[config.mk]
export PLATFORM = sky130hd
export DESIGN_NAME = ahb_apb_bridge
export DESIGN_NICKNAME = d
export VERILOG_FILES = /design/src/rtl/ahb_apb_bridge.sv
export SDC_FILE = /design/constraint.sdc
export NUM_CORES = 1
export LEC_CHECK = 0
export CORE_AREA = 3 3 121 123
export CTS_CLUSTER_SIZE = 14
export DETAILED_ROUTE_END_ITERATION = 16
export DIE_AREA = 0 0 124 126
export PLACE_DENSITY = 0.76
export SYNTH_ARGS = -nofsm -noshare
export SYNTH_HDL_FRONTEND = slang
export SYNTH_SLANG_ARGS = --single-unit
[constraint.sdc]
create_clock -name hclk -period 2.2 [get_ports hclk]
set_clock_uncertainty 0.15 [all_clocks]
set_input_delay 0.44 -clock hclk [delete_from_list [all_inputs] [get_ports hclk]]
set_output_delay 0.44 -clock hclk [all_outputs]
set_load 0.1 [all_outputs]
[src/rtl/ahb_apb_bridge.sv]
// AHB-to-APB bridge: grants the bus on hreqb, turns one AHB single transfer
// into one APB SETUP/ACCESS cycle and reports completion via hready_out/hresp.
// Optional macro PTIMEOUT_EN bounds the ACCESS wait to TIMEOUT cycles.
module ahb_apb_bridge #(
  parameter int unsigned ADDR_W   = 32,
  parameter int unsigned DATA_W   = 32,
  parameter int unsigned NUM_PSLV = 4,
  parameter int unsigned PSEL_LSB = 12,
  parameter int unsigned TIMEOUT  = 255
) (
  input  logic                         hclk,
  input  logic                         hreset,
  input  logic                         hreqb,
  output logic                         hgrantb,
  input  logic                         hsel,
  input  logic [1:0]                   htrans,
  input  logic [ADDR_W-1:0]            haddr,
  input  logic                         hwrite,
  input  logic [DATA_W-1:0]            hwdata,
  output logic [DATA_W-1:0]            hrdata,
  output logic                         hready_out,
  output logic                         hresp,
  output logic [ADDR_W-1:0]            paddr,
  output logic [NUM_PSLV-1:0]          psel,
  output logic                         penable,
  output logic                         pwrite,
  output logic [DATA_W-1:0]            pwdata,
  input  logic [NUM_PSLV*DATA_W-1:0]   prdata,
  input  logic [NUM_PSLV-1:0]          pready,
  input  logic [NUM_PSLV-1:0]          pslverr
);

  localparam int unsigned IW = $clog2(NUM_PSLV);

  typedef enum logic [2:0] {
    IDLE, GRANT, ADDR, SETUP, ACCESS, DONE, ERR1, ERR2
  } state_t;

  state_t          state, state_n;
  logic [IW-1:0]   idx;
  logic            tmo_hit;
  logic            addr_take;

  logic                hgrantb_n, hready_n, hresp_n, penable_n;
  logic [NUM_PSLV-1:0] psel_n;

  // Only the transfer-type MSB matters; NONSEQ and SEQ are treated alike.
  logic unused_htrans0;
  assign unused_htrans0 = htrans[0];

  assign addr_take = (state == GRANT) && hreqb && hsel && htrans[1];

`ifdef PTIMEOUT_EN
  localparam int unsigned TW = ($clog2(TIMEOUT + 1) < 8) ? 8 : $clog2(TIMEOUT + 1);
  logic [TW-1:0] tmo_cnt;

  // tmo_cnt holds the number of ACCESS cycles already elapsed; the wait ends
  // in the cycle that would make it reach TIMEOUT.
  assign tmo_hit = (tmo_cnt == TW'(TIMEOUT - 1));

  // ACCESS-cycle counter: counts while staying in ACCESS, otherwise cleared.
  always_ff @(posedge hclk) begin
    if (hreset)                                   tmo_cnt <= '0;
    else if (state == ACCESS && state_n == ACCESS) tmo_cnt <= tmo_cnt + 1'b1;
    else                                          tmo_cnt <= '0;
  end
`else
  logic [31:0] unused_timeout;
  assign unused_timeout = TIMEOUT;
  assign tmo_hit        = 1'b0;
`endif

  // Next state, plus next values for the registered control outputs.
  // Outputs are derived from state_n so their registers track the state.
  always_comb begin
    state_n = state;
    case (state)
      IDLE:   if (hreqb) state_n = GRANT;
      GRANT:  begin
        if (!hreqb)                 state_n = IDLE;
        else if (hsel && htrans[1]) state_n = ADDR;
      end
      ADDR:   state_n = SETUP;
      SETUP:  state_n = ACCESS;
      ACCESS: begin
        if (pready[idx]) state_n = pslverr[idx] ? ERR1 : DONE;
        else if (tmo_hit) state_n = ERR1;
      end
      DONE:   state_n = hreqb ? GRANT : IDLE;
      ERR1:   state_n = ERR2;
      ERR2:   state_n = hreqb ? GRANT : IDLE;
      default: state_n = IDLE;
    endcase

    hgrantb_n = (state_n != IDLE);
    penable_n = (state_n == ACCESS);
    psel_n    = (state_n == SETUP || state_n == ACCESS) ? (NUM_PSLV'(1) << idx) : '0;
    hready_n  = (state_n == DONE) || (state_n == ERR2);
    hresp_n   = (state_n == ERR1) || (state_n == ERR2);
  end

  // State and control-output registers.
  always_ff @(posedge hclk) begin
    if (hreset) begin
      state      <= IDLE;
      hgrantb    <= 1'b0;
      psel       <= '0;
      penable    <= 1'b0;
      hready_out <= 1'b0;
      hresp      <= 1'b0;
    end else begin
      state      <= state_n;
      hgrantb    <= hgrantb_n;
      psel       <= psel_n;
      penable    <= penable_n;
      hready_out <= hready_n;
      hresp      <= hresp_n;
    end
  end

  // Datapath: address/direction capture, write data capture, read return.
  always_ff @(posedge hclk) begin
    if (hreset) begin
      paddr  <= '0;
      pwrite <= 1'b0;
      idx    <= '0;
      pwdata <= '0;
      hrdata <= '0;
    end else begin
      if (addr_take) begin
        paddr  <= haddr;
        pwrite <= hwrite;
        idx    <= haddr[PSEL_LSB +: IW];
      end
      if (state == ADDR)
        pwdata <= hwdata;
      if (state == ACCESS && pready[idx] && !pslverr[idx] && !pwrite)
        hrdata <= prdata[idx*DATA_W +: DATA_W];
    end
  end

endmodule

---- Yosys cells after proc, flatten, opt, wreduce, memory -nomap -nowiden ----
Cells that the tools add are included.
word-level totals
  output and inout port bits .............. 105
  bits in registers ....................... 110
operators by class
  muxes and demuxes ....................... 11
  shift operators ......................... 2
  $lt $le $gt $ge ......................... 1
  reduce and logical (&&, ||, !) cells .... 16
  equal/unequal tests ..................... 12
  bitwise gates (word level) .............. 1
operators with widths
  operator                                                     number
  variable part select 128 x 8 -> 32 bit                       1
  equality test 3 bit (second input constant)                  8
  case mux 3 bit (7 select lines)                              1
  two-way mux 3 bit                                            4
  equality test 3 x 2 -> 1 bit (second input constant)         3
  logical AND 1 bit                                            7
  binary-select mux 1 bit (select 2 bit)                       2
  OR reduction 2 bit                                           2
  << shifter 1 x 2 -> 4 bit (first input constant)             1
  equality test 3 x 1 -> 1 bit (second input constant)         1
  zero test 3 bit                                              1
  logical OR 1 bit                                             3
  less-than comparator 2 x 3 -> 1 bit (second input constant)  1
  two-way mux 1 bit                                            3
  nonzero test 3 bit                                           1
  zero test 1 bit                                              2
  two-way mux 2 bit                                            1
  inverter 1 bit                                               1

---- Longest topological paths before layout ----
  word-level depth ........................ 9
  mapped depth ............................ 7
  depth with buffers taken out ............ 4

---- Worst setup path before layout ----
No wires, ideal clock.
  kind .................................... register to register
  start point ............................. register, netlist name paddr[12]
  end point ............................... register hrdata[10]
  required time ........................... 1.918 ns
  cell stages (with the launch flop) ...... 8
  clock period less this slack ............ 2.711 ns
  arrival ................................. 2.428 ns
  setup time .............................. 0.132 ns
  slack ................................... -0.511 ns
  cell sequence ........................... dfxtp_1 -> buf_6 -> mux4_2 -> or3b_1 -> buf_2 -> buf_6 -> nand2_1 -> a21oi_1
RTL lines
  item                  line  source
  end signal, assigned  138   hrdata <= prdata[idx*DATA_W +: DATA_W];
  end, declared         20    output logic [DATA_W-1:0] hrdata,

---- Worst setup path after layout ----
  start point ............................. input pready[3]
  end point ............................... register psel[1]
on the way
  longest elaborated chain between the ends .. 8
ends and longest elaborated chain
  item                                                                        line  source
  start, declared                                                             29    input logic [NUM_PSLV-1:0] pready,
  binary-select mux 1 bit (select 2 bit) (*)                                  86    if (pready[idx]) state_n = pslverr[idx] ? ERR1 : DONE;
  two-way mux 1 bit (not written as such) (*)                                 86
  two-way mux 3 bit (*)                                                       86
  case mux 3 bit (7 select lines) (*)                                         77    case (state)
  equality test 3 x 2 -> 1 bit / equality test 3 bit (equally long branches)  97    psel_n = (state_n == SETUP || state_n == ACCESS) ? (NUM_PSLV'(1) << idx) : '0;
  logical OR 1 bit (*)                                                        97
  inverter 1 bit (no line) (*)                                                --
  OR reduction 2 bit (no line) (*)                                            --
  end signal, assigned                                                        114   psel <= psel_n;
  end, declared                                                               24    output logic [NUM_PSLV-1:0] psel,
Mark *: on every way between the ends. The rest lies on a longest branch, timed or not. The select of a mux whose other input is x is not followed.
A chain may end at the register's enable or synchronous reset.

==> flow_metrics.env <==
export IMPL_status="finished clean"
export IMPL_postCtsHoldBufs=0
export IMPL_fin_crit_sh=0.9520
export IMPL_routedWlPerCell_um=16.12
export IMPL_antenna_found_initial=0
export IMPL_die_h_um=126
export IMPL_vias=4753
export IMPL_start_util=0.3368
export IMPL_portBuffers=310
export IMPL_rsz0062_at_grt="no"
export IMPL_grt_max_degree=44
export IMPL_clk_pin_slew_worst_paths_ns=0.07
export IMPL_critPathRequiredTime_ns=2.31
export IMPL_avgSynthCellArea_um2=8.974
export IMPL_cts_max_level=3
export IMPL_end_kind="flop"
export IMPL_grt_pass1_vias=4796
export IMPL_hold_end="paddr[20]"
export IMPL_dp_hpwl_um=12150
export IMPL_place_ws_ns=-0.2332
export IMPL_yosys_top_cells_area="dfxtp_1, mux4_2, nand2_1"
export IMPL_maxCapViolations=0
export IMPL_leakage_nw=2.954
export IMPL_synth_top_cell_area_share=0.4660
export IMPL_max_freq_ghz=0.4775
export IMPL_io_pins=312
export IMPL_drc=0
export IMPL_cts_tree="done"
export IMPL_synthFlopType="dfxtp_1"
export IMPL_numCtsBuffers=9
export IMPL_reg2reg_to="psel[1]"
export IMPL_ff2ff_setup_slack_ns=0.19
export IMPL_reg2regPathDepth=4
export IMPL_vias_per_cell=4.753
export IMPL_place_congestion=0.7988
export IMPL_drt_iter0_markers=263
export IMPL_crit_type="in -> reg"
export IMPL_slew_headroom=0.6436
export IMPL_drive_gt1_frac=0.2293
export IMPL_synth_area_um2=4639
export IMPL_p_total_mw=4.256
export IMPL_yosys_warnings=0
export IMPL_dieWidth_um=124
export IMPL_synthArstFlopShare=0
export IMPL_synth_area_leader_cell="dfxtp_1"
export IMPL_min_period_ns=2.094
export IMPL_setup_viol=0
export IMPL_rows=43
export IMPL_coreArea_um2=13770
export IMPL_synth_common_cells="nand2_1, dfxtp_1, a21oi_1"
export IMPL_yosys_cell_types_count=28
export IMPL_root_buffer="clkbuf_16"
export IMPL_cts_buffer_depth=2
export IMPL_hold_path_class="reg -> reg"
export IMPL_power_density_nw_per_um2=529.7
export IMPL_cts_sinks=108
export IMPL_synth_cells=517
export IMPL_startpoint_type="primary input"
export IMPL_synth_edf_count=0
export IMPL_dr_pass1_iters=4
export IMPL_cts_resized=0
export IMPL_wirelength_um=16120
export IMPL_diodes=0
export IMPL_syn_to_final_growth_pct=73.17
export IMPL_hold_depth=2
export IMPL_critical_path_arrival_ns=2.20
export IMPL_dieArea_um2=15620
export IMPL_ys_seq_area_frac=0.4660
export IMPL_worst_slack_ns=0.1057
export IMPL_nets=1022
export IMPL_synth_seq_cells=108
export IMPL_yosysMostFrequentCell="nand2_1"
export IMPL_r2r_start="paddr[12]"
export IMPL_ant_nets=0
export IMPL_cts_setup_buffers=0
export IMPL_slew_viol_final=0
export IMPL_cp_max_fo=4
export IMPL_insertion_delay_ns=0.34
export IMPL_gr_total_overflow=0
export IMPL_final_hold_viol_count=0
export IMPL_tightest_slew_ns=0.5346
export IMPL_grt_use_total=0.1998
export IMPL_min_from="paddr[20]"
export IMPL_finalSetupTns_ns=0
export IMPL_grt_pass1_wl_um=24470
export IMPL_max_vdd_ir_drop_mv=0.4622
export IMPL_syn_nets=724
## worst max-delay path, cell delays in order
cell and delay [ns]:
clkdlybuf4s50_1 0.46, mux4_2 0.51, or3_1 0.39, and2_4 0.20, nor4b_2 0.20
## layout make-up
class,instances,area [µm²]
Clock inverter,6,37.54
Sequential cell,108,2168
Fill cell,1255,5739
Inverter,2,7.507
Clock buffer,10,239.0
Timing Repair Buffer,331,3083
Tap cell,180,225.2
Multi-Input combinational cell,363,2273
## logic make-up (layout without fill, tap and decap cells)
logic type             after synthesis  after routing  share of synthesized area
multiplexers                        36             36                     0.1694
buffers and inverters               46            349                    0.04773
AO/OA/AOI/OAI                      107            107                     0.1189
flip-flops                         108            108                     0.4660
AND/OR/NAND/NOR                    220            220                     0.1980
## registers in the layout (all words and copies together) (netlist names)
signal	flops
hgrantb	1
hrdata	32
hready_out	1
hresp	1
paddr	32
penable	1
psel	4
pwdata	32
pwrite	1
state	3
## power breakdown
part / internal (mW) / switching [mW]
combinational: 0.436 / 0.297
sequential: 1.97 / 0.0115
clock: 0.800 / 0.738
## per-layer routing
layer / part of all wire / GRT usage / up-vias
li1: - / - / 2346
met1: 0.37 / 0.2294 / 2205
met2: 0.50 / 0.3430 / 185
met3: 0.10 / 0.08397 / 17
met4: 0.016 / 0.04832 / 0
met5: 0 / 0 / -
## per-stage QoR
stage                       util  cells  cell area, µm²  hold WS, ns
after floorplan                -    517            4652       0.3879
after global placement    0.5632    984            7757       0.2885
after detailed placement  0.5632    984            7757       0.2948
after CTS                 0.5833   1000            8034       0.3048
after global routing      0.5833   1000            8034       0.3231
final                     0.5833   1000            8034       0.3023
## placed cells by master, fill, tap and decap left out
master,synthesis,final
clkdlybuf4s50_1,0,204
nand2_1,200,200
buf_4,0,120
dfxtp_1,108,105
a21oi_1,100,100
mux4_2,34,34
clkbuf_16,0,9
buf_12,0,7
nand2b_1,5,5
clkinv_2,0,4
nor4b_2,2,2
mux2i_1,2,2
a221oi_1,2,2
inv_1,2,2
nor3_1,2,2
inv_6,0,2
dfxtp_2,0,2
or4_1,1,1
nor4_4,0,1
nor2_2,0,1
nor2b_1,1,1
or3_1,1,1
and2_4,1,1
nor4_2,2,1
o22ai_1,1,1
nor2_1,2,1
o21ai_0,1,1
a311oi_1,1,1
or4b_4,1,1
nor3b_4,0,1
or3b_1,1,1
a31oi_1,1,1
a211oi_1,1,1
clkbuf_8,0,1
dfxtp_4,0,1
## worst max path at each step
stage	startpoint	to	depth (start not counted)
6_report	pready[3]	psel[1]	5
5_1_grt	pslverr[3]	hrdata[23]	7
4_1_cts	paddr[13]	paddr[13]	2
3_5_place_dp	pready[3]	psel[1]	5
3_3_place_gp	pready[3]	psel[1]	5
2_1_floorplan	paddr[12]	hrdata[10]	7
Note: power is estimated with default switching activity, not from simulation.
